`src/rtl/branch_resolver.sv`:
```
// Compares EX-resolved control transfers with fetch-time BTB predictions; a mispredict raises redirect one cycle later, held until flush_ack.
// BTB refills queue in a FIFO drained one per cycle on btb_wr_ready; res_stall while full. BRANCH_RESOLVER_STAT_EN adds stat counters.
module branch_resolver #(
    parameter int ADDR_WIDTH = 32,
    parameter int FIFO_DEPTH = 4
) (
    input  logic                  clk,
    input  logic                  rst,
    input  logic                  res_valid,
    input  logic                  res_is_jump,
    input  logic                  res_taken,
    input  logic [ADDR_WIDTH-1:0] res_pc,
    input  logic [ADDR_WIDTH-1:0] res_target,
    input  logic                  pred_hit,
    input  logic [ADDR_WIDTH-1:0] pred_target,
    output logic                  res_stall,
    output logic                  redirect_valid,
    output logic [ADDR_WIDTH-1:0] redirect_pc,
    input  logic                  flush_ack,
    input  logic                  btb_wr_ready,
    output logic                  btb_is_branch,
    output logic                  btb_is_jump,
    output logic [ADDR_WIDTH-1:0] btb_inst_pc,
    output logic [ADDR_WIDTH-1:0] btb_target
`ifdef BRANCH_RESOLVER_STAT_EN
    ,
    output logic [31:0]           stat_resolved,
    output logic [31:0]           stat_mispredict
`endif
);
    localparam int PW = $clog2(FIFO_DEPTH);
    localparam logic [PW:0] FULL_CNT = FIFO_DEPTH[PW:0];

    typedef enum logic {IDLE, REDIRECT} state_t;

    typedef struct packed {
        logic                  is_jump;
        logic [ADDR_WIDTH-1:0] pc;
        logic [ADDR_WIDTH-1:0] target;
    } upd_t;

    state_t          state;
    upd_t            mem [FIFO_DEPTH];
    upd_t            head;
    logic [PW-1:0]   wr_ptr;
    logic [PW-1:0]   rd_ptr;
    logic [PW:0]     count;
    logic            empty;
    logic            actual_taken;
    logic            target_diff;
    logic            mispredict;
    logic            accept;
    logic            push;
    logic            pop;
    logic [ADDR_WIDTH-1:0] fix_pc;

    assign actual_taken = res_is_jump | res_taken;
    assign target_diff  = pred_target != res_target;
    assign mispredict   = (pred_hit != actual_taken) | (pred_hit & actual_taken & target_diff);
    assign fix_pc       = actual_taken ? res_target : res_pc + ADDR_WIDTH'(4);

    assign empty     = count == '0;
    assign res_stall = count == FULL_CNT;
    assign accept    = res_valid & ~res_stall & (state == IDLE);
    // A hit that resolves not-taken only redirects: the BTB cannot invalidate.
    assign push      = accept & actual_taken & (~pred_hit | target_diff);
    assign pop       = ~empty & btb_wr_ready;

    assign head          = mem[rd_ptr];
    assign btb_is_branch = pop;
    assign btb_is_jump   = ~empty & head.is_jump;
    assign btb_inst_pc   = empty ? '0 : head.pc;
    assign btb_target    = empty ? '0 : head.target;

    always_ff @(posedge clk) begin
        if (push) begin
            mem[wr_ptr] <= '{is_jump: res_is_jump, pc: res_pc, target: res_target};
        end
    end

    always_ff @(posedge clk) begin
        if (rst) begin
            wr_ptr <= '0;
            rd_ptr <= '0;
            count  <= '0;
        end else begin
            if (push) wr_ptr <= wr_ptr + PW'(1);
            if (pop)  rd_ptr <= rd_ptr + PW'(1);
            case ({push, pop})
                2'b10:   count <= count + (PW+1)'(1);
                2'b01:   count <= count - (PW+1)'(1);
                default: count <= count;
            endcase
        end
    end

    always_ff @(posedge clk) begin
        if (rst) begin
            state          <= IDLE;
            redirect_valid <= 1'b0;
            redirect_pc    <= '0;
        end else begin
            case (state)
                IDLE: begin
                    if (accept && mispredict) begin
                        state          <= REDIRECT;
                        redirect_valid <= 1'b1;
                        redirect_pc    <= fix_pc;
                    end
                end
                REDIRECT: begin
                    // Resolutions seen here are wrong-path and never accepted.
                    if (flush_ack) begin
                        state          <= IDLE;
                        redirect_valid <= 1'b0;
                    end
                end
                default: begin
                    state          <= IDLE;
                    redirect_valid <= 1'b0;
                end
            endcase
        end
    end

`ifdef BRANCH_RESOLVER_STAT_EN
    always_ff @(posedge clk) begin
        if (rst) begin
            stat_resolved   <= '0;
            stat_mispredict <= '0;
        end else begin
            if (accept)              stat_resolved   <= stat_resolved + 32'd1;
            if (accept && mispredict) stat_mispredict <= stat_mispredict + 32'd1;
        end
    end
`endif

endmodule

```
`config.mk`:
```
export PLATFORM = sky130hd
export DESIGN_NAME = branch_resolver
export DESIGN_NICKNAME = d
export VERILOG_FILES = /design/src/rtl/branch_resolver.sv
export SDC_FILE = /design/constraint.sdc
export NUM_CORES = 1
export LEC_CHECK = 0
export ABC_AREA = 1
export CAP_MARGIN = 40
export CORE_ASPECT_RATIO = 0.75
export CORE_MARGIN = 2
export CORE_UTILIZATION = 46
export DETAILED_ROUTE_END_ITERATION = 16
export PLACE_DENSITY = 0.78
export SETUP_SLACK_MARGIN = 0.15
export SLEW_MARGIN = 0
export SYNTH_ARGS = -nofsm -noshare
export SYNTH_HDL_FRONTEND = slang
export SYNTH_SLANG_ARGS = --single-unit
```
`constraint.sdc`:
```
create_clock -name clk -period 8.3 [get_ports clk]
set_input_delay 1.66 -clock clk [delete_from_list [all_inputs] [get_ports clk]]
set_output_delay 1.66 -clock clk [all_outputs]
set_load 0.02 [all_outputs]
```
* Yosys cells after proc, flatten, opt, wreduce, memory -nomap -nowiden *
Memory sizes are Yosys's and may differ from the RTL's. A register that Yosys moved wholly into a read port is not among the register bits.
Cells that the tools add are included.

word-level totals
  memory bits (writable) = 260
  memories = 1
  latch bits = 0
  ROM bits = 0
  bits in registers = 41
  output and inout bits = 100

cells by class
  equality and inequality tests = 7
  reductions and logical operators = 5
  divide/modulo/power cells = 0
  shift operators = 0
  muxes and demuxes = 14
  bitwise logic cells = 15
  multipliers = 0
  add/subtract/negate cells = 5
  magnitude comparators = 0

memory list
  name  words  bits a word  rd ports  clocked after Yosys merged registers in  write ports  line  source
  mem   4      65           1         1                                        1            43    upd_t mem [FIFO_DEPTH];

operators with widths
  kind                                                                count
  32-bit two-way mux                                                  3
  32-bit by 3-bit adder with 32-bit output, second input constant     1
  32-bit != test                                                      1
  1-bit AND                                                           8
  1-bit two-way mux                                                   6
  3-bit one-hot mux with 2 select lines                               1
  2-bit by 1-bit adder with 2-bit output, second input constant       2
  2-bit two-way mux                                                   2
  1-bit NOT                                                           4
  1-bit one-hot mux with 2 select lines                               2
  2-bit AND reduction                                                 2
  3-bit by 1-bit adder with 3-bit output, second input constant       1
  3-bit == test, second input constant                                1
  3-bit zero test                                                     1
  1-bit OR                                                            3
  3-bit by 1-bit subtractor with 3-bit output, second input constant  1
  2-bit by 1-bit == test with 1-bit output, second input constant     1
  2-bit == test, second input constant                                1
  2-bit by 1-bit != test with 1-bit output, second input constant     1
  2-bit != test, second input constant                                1
  2-bit nonzero test                                                  1
  1-bit logical AND                                                   1
  1-bit != test                                                       1

* Logic depth before layout (Yosys ltp) *
  word-level depth = 8
  mapped depth = 16

* Least setup slack after synthesis *
OpenSTA, ideal clock, no wires.

  path kind = in2reg
  from = input port res_valid
  to = memory mem[0][0] (netlist name) (enable)
  path buffers = 1
  cell stages on the path = 5
  data arrival time = 5.056 ns
  setup time = 0.489 ns
  path slack = 2.755 ns
  cell sequence = nand2_1 nor2_2 buf_2 nand3_2 nor2_1

on the way
  cells in the longest elaborated chain, start to end = 6

ends and longest elaborated chain
  element                                  line  source
  start: declaration                       9     input logic res_valid,
  1-bit AND (2 in series)                  64    assign accept = res_valid & ~res_stall & (state == IDLE);
  1-bit AND (2 in series)                  66    assign push = accept & actual_taken & (~pred_hit | target_diff);
  1-bit two-way mux                        76    if (push) begin
  1-bit two-way mux (not written as such)  77    mem[wr_ptr] <= '{is_jump: res_is_jump, pc: res_pc, target: res_target};
  end: declaration                         43

Every way passes these cells.

==> impl_metrics.py <==
metrics = {
    "synth": {
        "synthArstFlopShare_pct": 0,
        "ys_seq_area_share_pct": 64.5,
        "mappedNetlistNets": 1457,
        "syn_inst": 1345,
        "synth_edf_count": 260,
        "synthDistinctLibCells": 33,
        "synth-main-ff-cell": "edfxtp_1",
        "synth-warning-count": 0,
        "synth_seq_cells": 303,
        "syn-cell-area_um2": 13400,
        "avgSynthCellArea_um2": 9.99,
    },
    "die": {
        "die_h_um": 152,
        "start_util_pct": 46.4,
        "rows": 54,
        "coreArea_um2": 28900,
        "dieArea_um2": 30600,
        "ios": 204,
        "die_width_um": 201,
    },
    "setup_path": {
        "slowest_delay_ns": 0.68,
        "worst-path-max-fanout": 73,
        "r2r_end": "mem[3][50]",
        "crit_path_start_kind": "flop",
        "cp_top_family": "buffers and inverters",
        "path_cells": "inv_2 > buf_12 > buf_4 > o21ai_0 > a21oi_1 > clkdlybuf4s50_1",
        "rrSetupSlack_ns": 4.95,
        "r2r_cells": 6,
        "cp_data_required_time_ns": 6.64,
        "crit_buf_inv": 4,
        "r2r_start": "count[1]",
        "worstPathArrival_ns": 3.71,
        "criticalPathCategory": "flop to output pin",
        "slowest_stage": "clkdlybuf4s50_1",
        "end_kind": "output pin",
    },
    "drt": {
        "first_pass_iters": 6,
        "drt.antenna.violating_nets": 0,
        "drt-initial-drc-count": 1090,
        "totalWireLength_mm": 37.7,
        "viasPerCell": 5.42,
        "post_drt_wl_per_cell_um": 19.5,
        "drcViolationCount": 0,
        "vias": 10500,
    },
    "cts": {
        "post_cts_buffers": 0,
        "htreeDepth": 1,
        "clockBufferDepth": 3,
        "clock_latency_ns": 0.54,
        "numCtsBuffers": 29,
        "cts.sinks": 303,
        "root_buffer": "clkbuf_16",
        "cts.repair.resized": 0,
        "cts_tree": "built",
        "cts.clk_slew.worst_paths_ns": 0.07,
        "hold_buffers": 0,
    },
    "grt": {
        "grt_pass1_vias": 10200,
        "grtUsageTotal_pct": 24.2,
        "grt_first_pass_wirelength_mm": 58.3,
        "overflow": 0,
        "grt_max_degree": 74,
        "antenna_found_initial": 0,
    },
    "power": {
        "power.leakage_nw": 5.95,
        "clockPowerShare_pct": 26.7,
        "share_comb_of_total_power_pct": 36.1,
        "netSwitchingPower_mw": 1.76,
        "cellPowerDensity_nw_per_um2": 299,
        "vdd_drop_max_mv": 0.194,
        "internal_power_mw": 3.27,
        "swShare_pct": 35.0,
        "seqPwrFrac_pct": 37.2,
        "total_power_mw": 5.03,
    },
    "place": {
        "dp_hpwl_mm": 25.2,
        "placed_cell_area_um2": 15800,
        "portBuffers": 203,
        "finalWeightedCongestion": 0.927,
        "pre_cts_ws_ns": 3.04,
    },
    "run": {
        "drv_cap": 0,
    },
    "sta": {
        "tns_ns": 0,
        "worst_pin_slew_ns": 0.903,
        "skew_ns": 0.0158,
        "finalWorstSetupSlack_ns": 2.93,
        "final.min_clock_period_ns": 5.37,
        "setup_viol": 0,
        "fin_crit_sh_pct": 64.7,
        "slew_violations": 0,
        "max_freq_ghz": 0.186,
        "slew_headroom_pct": 39.6,
        "rsz0062_at_grt": "false",
        "hold_viol_final": 0,
    },
    "finish": {
        "syn2layout_area_growth_pct": 25.2,
        "finalNetCount": 1636,
        "utilization_pct": 58.2,
        "drive_gt1_share_pct": 6.27,
        "fin_area_um2": 16800,
        "antenna_cells": 0,
    },
    "worst_hold_path": {
        "hold_path_class": "flop to flop",
        "min_delay_path_depth": 2,
        "hold_start": "rd_ptr[1]",
    },
    "status": {
        "status": "finished, final reports clean",
    },
}
[cell type report]
type	count	area (um2)
clock inverters	4	47.5
multi-input cells	920	4300
flip-flops and latches	303	8670
inverters	53	199
well taps	392	490
fillers	2399	12100
repair buffers	217	2170
clock buffers	49	943
[synthesized netlist by cell type (2+ instances only)]
cell,instances,area share (%)
edfxtp_1,260,58
buf_1,11,0.31
o21ai_1,9,0.34
inv_2,5,0.14
nand2_4,2,0.17
clkbuf_1,38,1.1
buf_6,4,0.34
ha_1,7,0.65
nand3b_1,7,0.39
nand3_1,37,1.4
nand2_2,3,0.14
nor2_2,5,0.23
a21oi_2,10,0.65
dfxtp_1,43,6.4
nor3_1,5,0.19
a21oi_1,101,3.8
nand2_1,192,5.4
mux2i_1,6,0.45
o21ai_0,144,5.4
or2_2,2,0.093
xnor2_1,31,2.0
nor2_1,348,9.7
buf_2,16,0.60
inv_1,48,1.3
xor2_1,3,0.20
[through the flow]
step	hold slack, ns	cells
2_1_floorplan	0.437	1345
3_3_place_gp	0.444	1883
3_5_place_dp	0.458	1885
4_1_cts	0.469	1938
5_1_grt	0.492	1938
6_report	0.470	1938
[power by group through the flow]
| stage | Clock (mW) | Sequential (mW) | Combinational, mW |
|---|---|---|---|
| after floorplan | 0 | 1.88 | 0.987 |
| after global placement | 0 | 1.89 | 1.77 |
| after detailed placement | 0 | 1.90 | 1.81 |
| after CTS | 1.36 | 1.87 | 1.82 |
| after global routing | 1.41 | 1.88 | 1.96 |
| final | 1.35 | 1.87 | 1.82 |
[routing by layer]
metal	GRT usage, %	routed length [um]
met4	5.53	879
met2	37.4	16700
met5	0	0
met1	36.2	16500
met3	4.01	3650
[worst min-delay path, delay by kind of cell, from the launching register on]
| kind | cells | cell delay, ns |
|---|---|---|
| AOI/OAI and AO/OA | 1 | 0.07 |
| DFF | 1 | 0.30 |
| buffers and inverters | 1 | 0.06 |
[worst max path at each step]
stage                     start               to  depth (start not counted)
detailed placement  res_is_jump       mem[3][50]                          7
finish                     flop  btb_inst_pc[22]                          6
global placement    res_is_jump       mem[3][58]                          7
floorplan             res_valid        mem[0][0]                          5
global route               flop   btb_target[11]                          6
CTS                        flop  btb_inst_pc[22]                          7
[flip-flops by register name, summed over array words and instances, names as in the netlist, named ones only]
register / flops
mem: 260
redirect_pc: 32
count: 3
rd_ptr: 2
wr_ptr: 2
redirect_valid: 1
state: 1
[placed cells by master (no fill, tap or decap), types with 2 or more instances in the layout]
cell type	synthesis	final
edfxtp_1	260	260
clkinv_2	0	2
inv_2	5	6
xnor2_1	31	31
ha_1	7	7
clkbuf_16	0	31
mux2i_1	6	6
nor2_2	5	4
nor3_1	5	4
or2_2	2	2
a21oi_1	101	101
nor2_1	348	344
xor2_1	3	3
nand2_4	2	2
a21oi_2	10	10
dfxtp_1	43	41
inv_1	48	47
clkbuf_8	0	10
buf_4	0	12
o21ai_0	144	144
nor2_4	1	6
clkdlybuf4s50_1	0	203
nand3_1	37	37
nand2_2	3	3
nand3b_1	7	7
nand2_1	192	192
o21ai_1	9	9
clkbuf_1	38	8
[cell families after synthesis]
group	count (synthesis)	share of synthesized area [%]
adder cells (fa/ha/maj)	8	0.801
AO/OA/AOI/OAI	266	10.2
AND/OR/NAND/NOR	606	18.0
multiplexers	6	0.447
buffers and inverters	122	3.78
flip-flops	303	64.5
XOR/XNOR	34	2.22
Power figures use the tool's default switching activity.
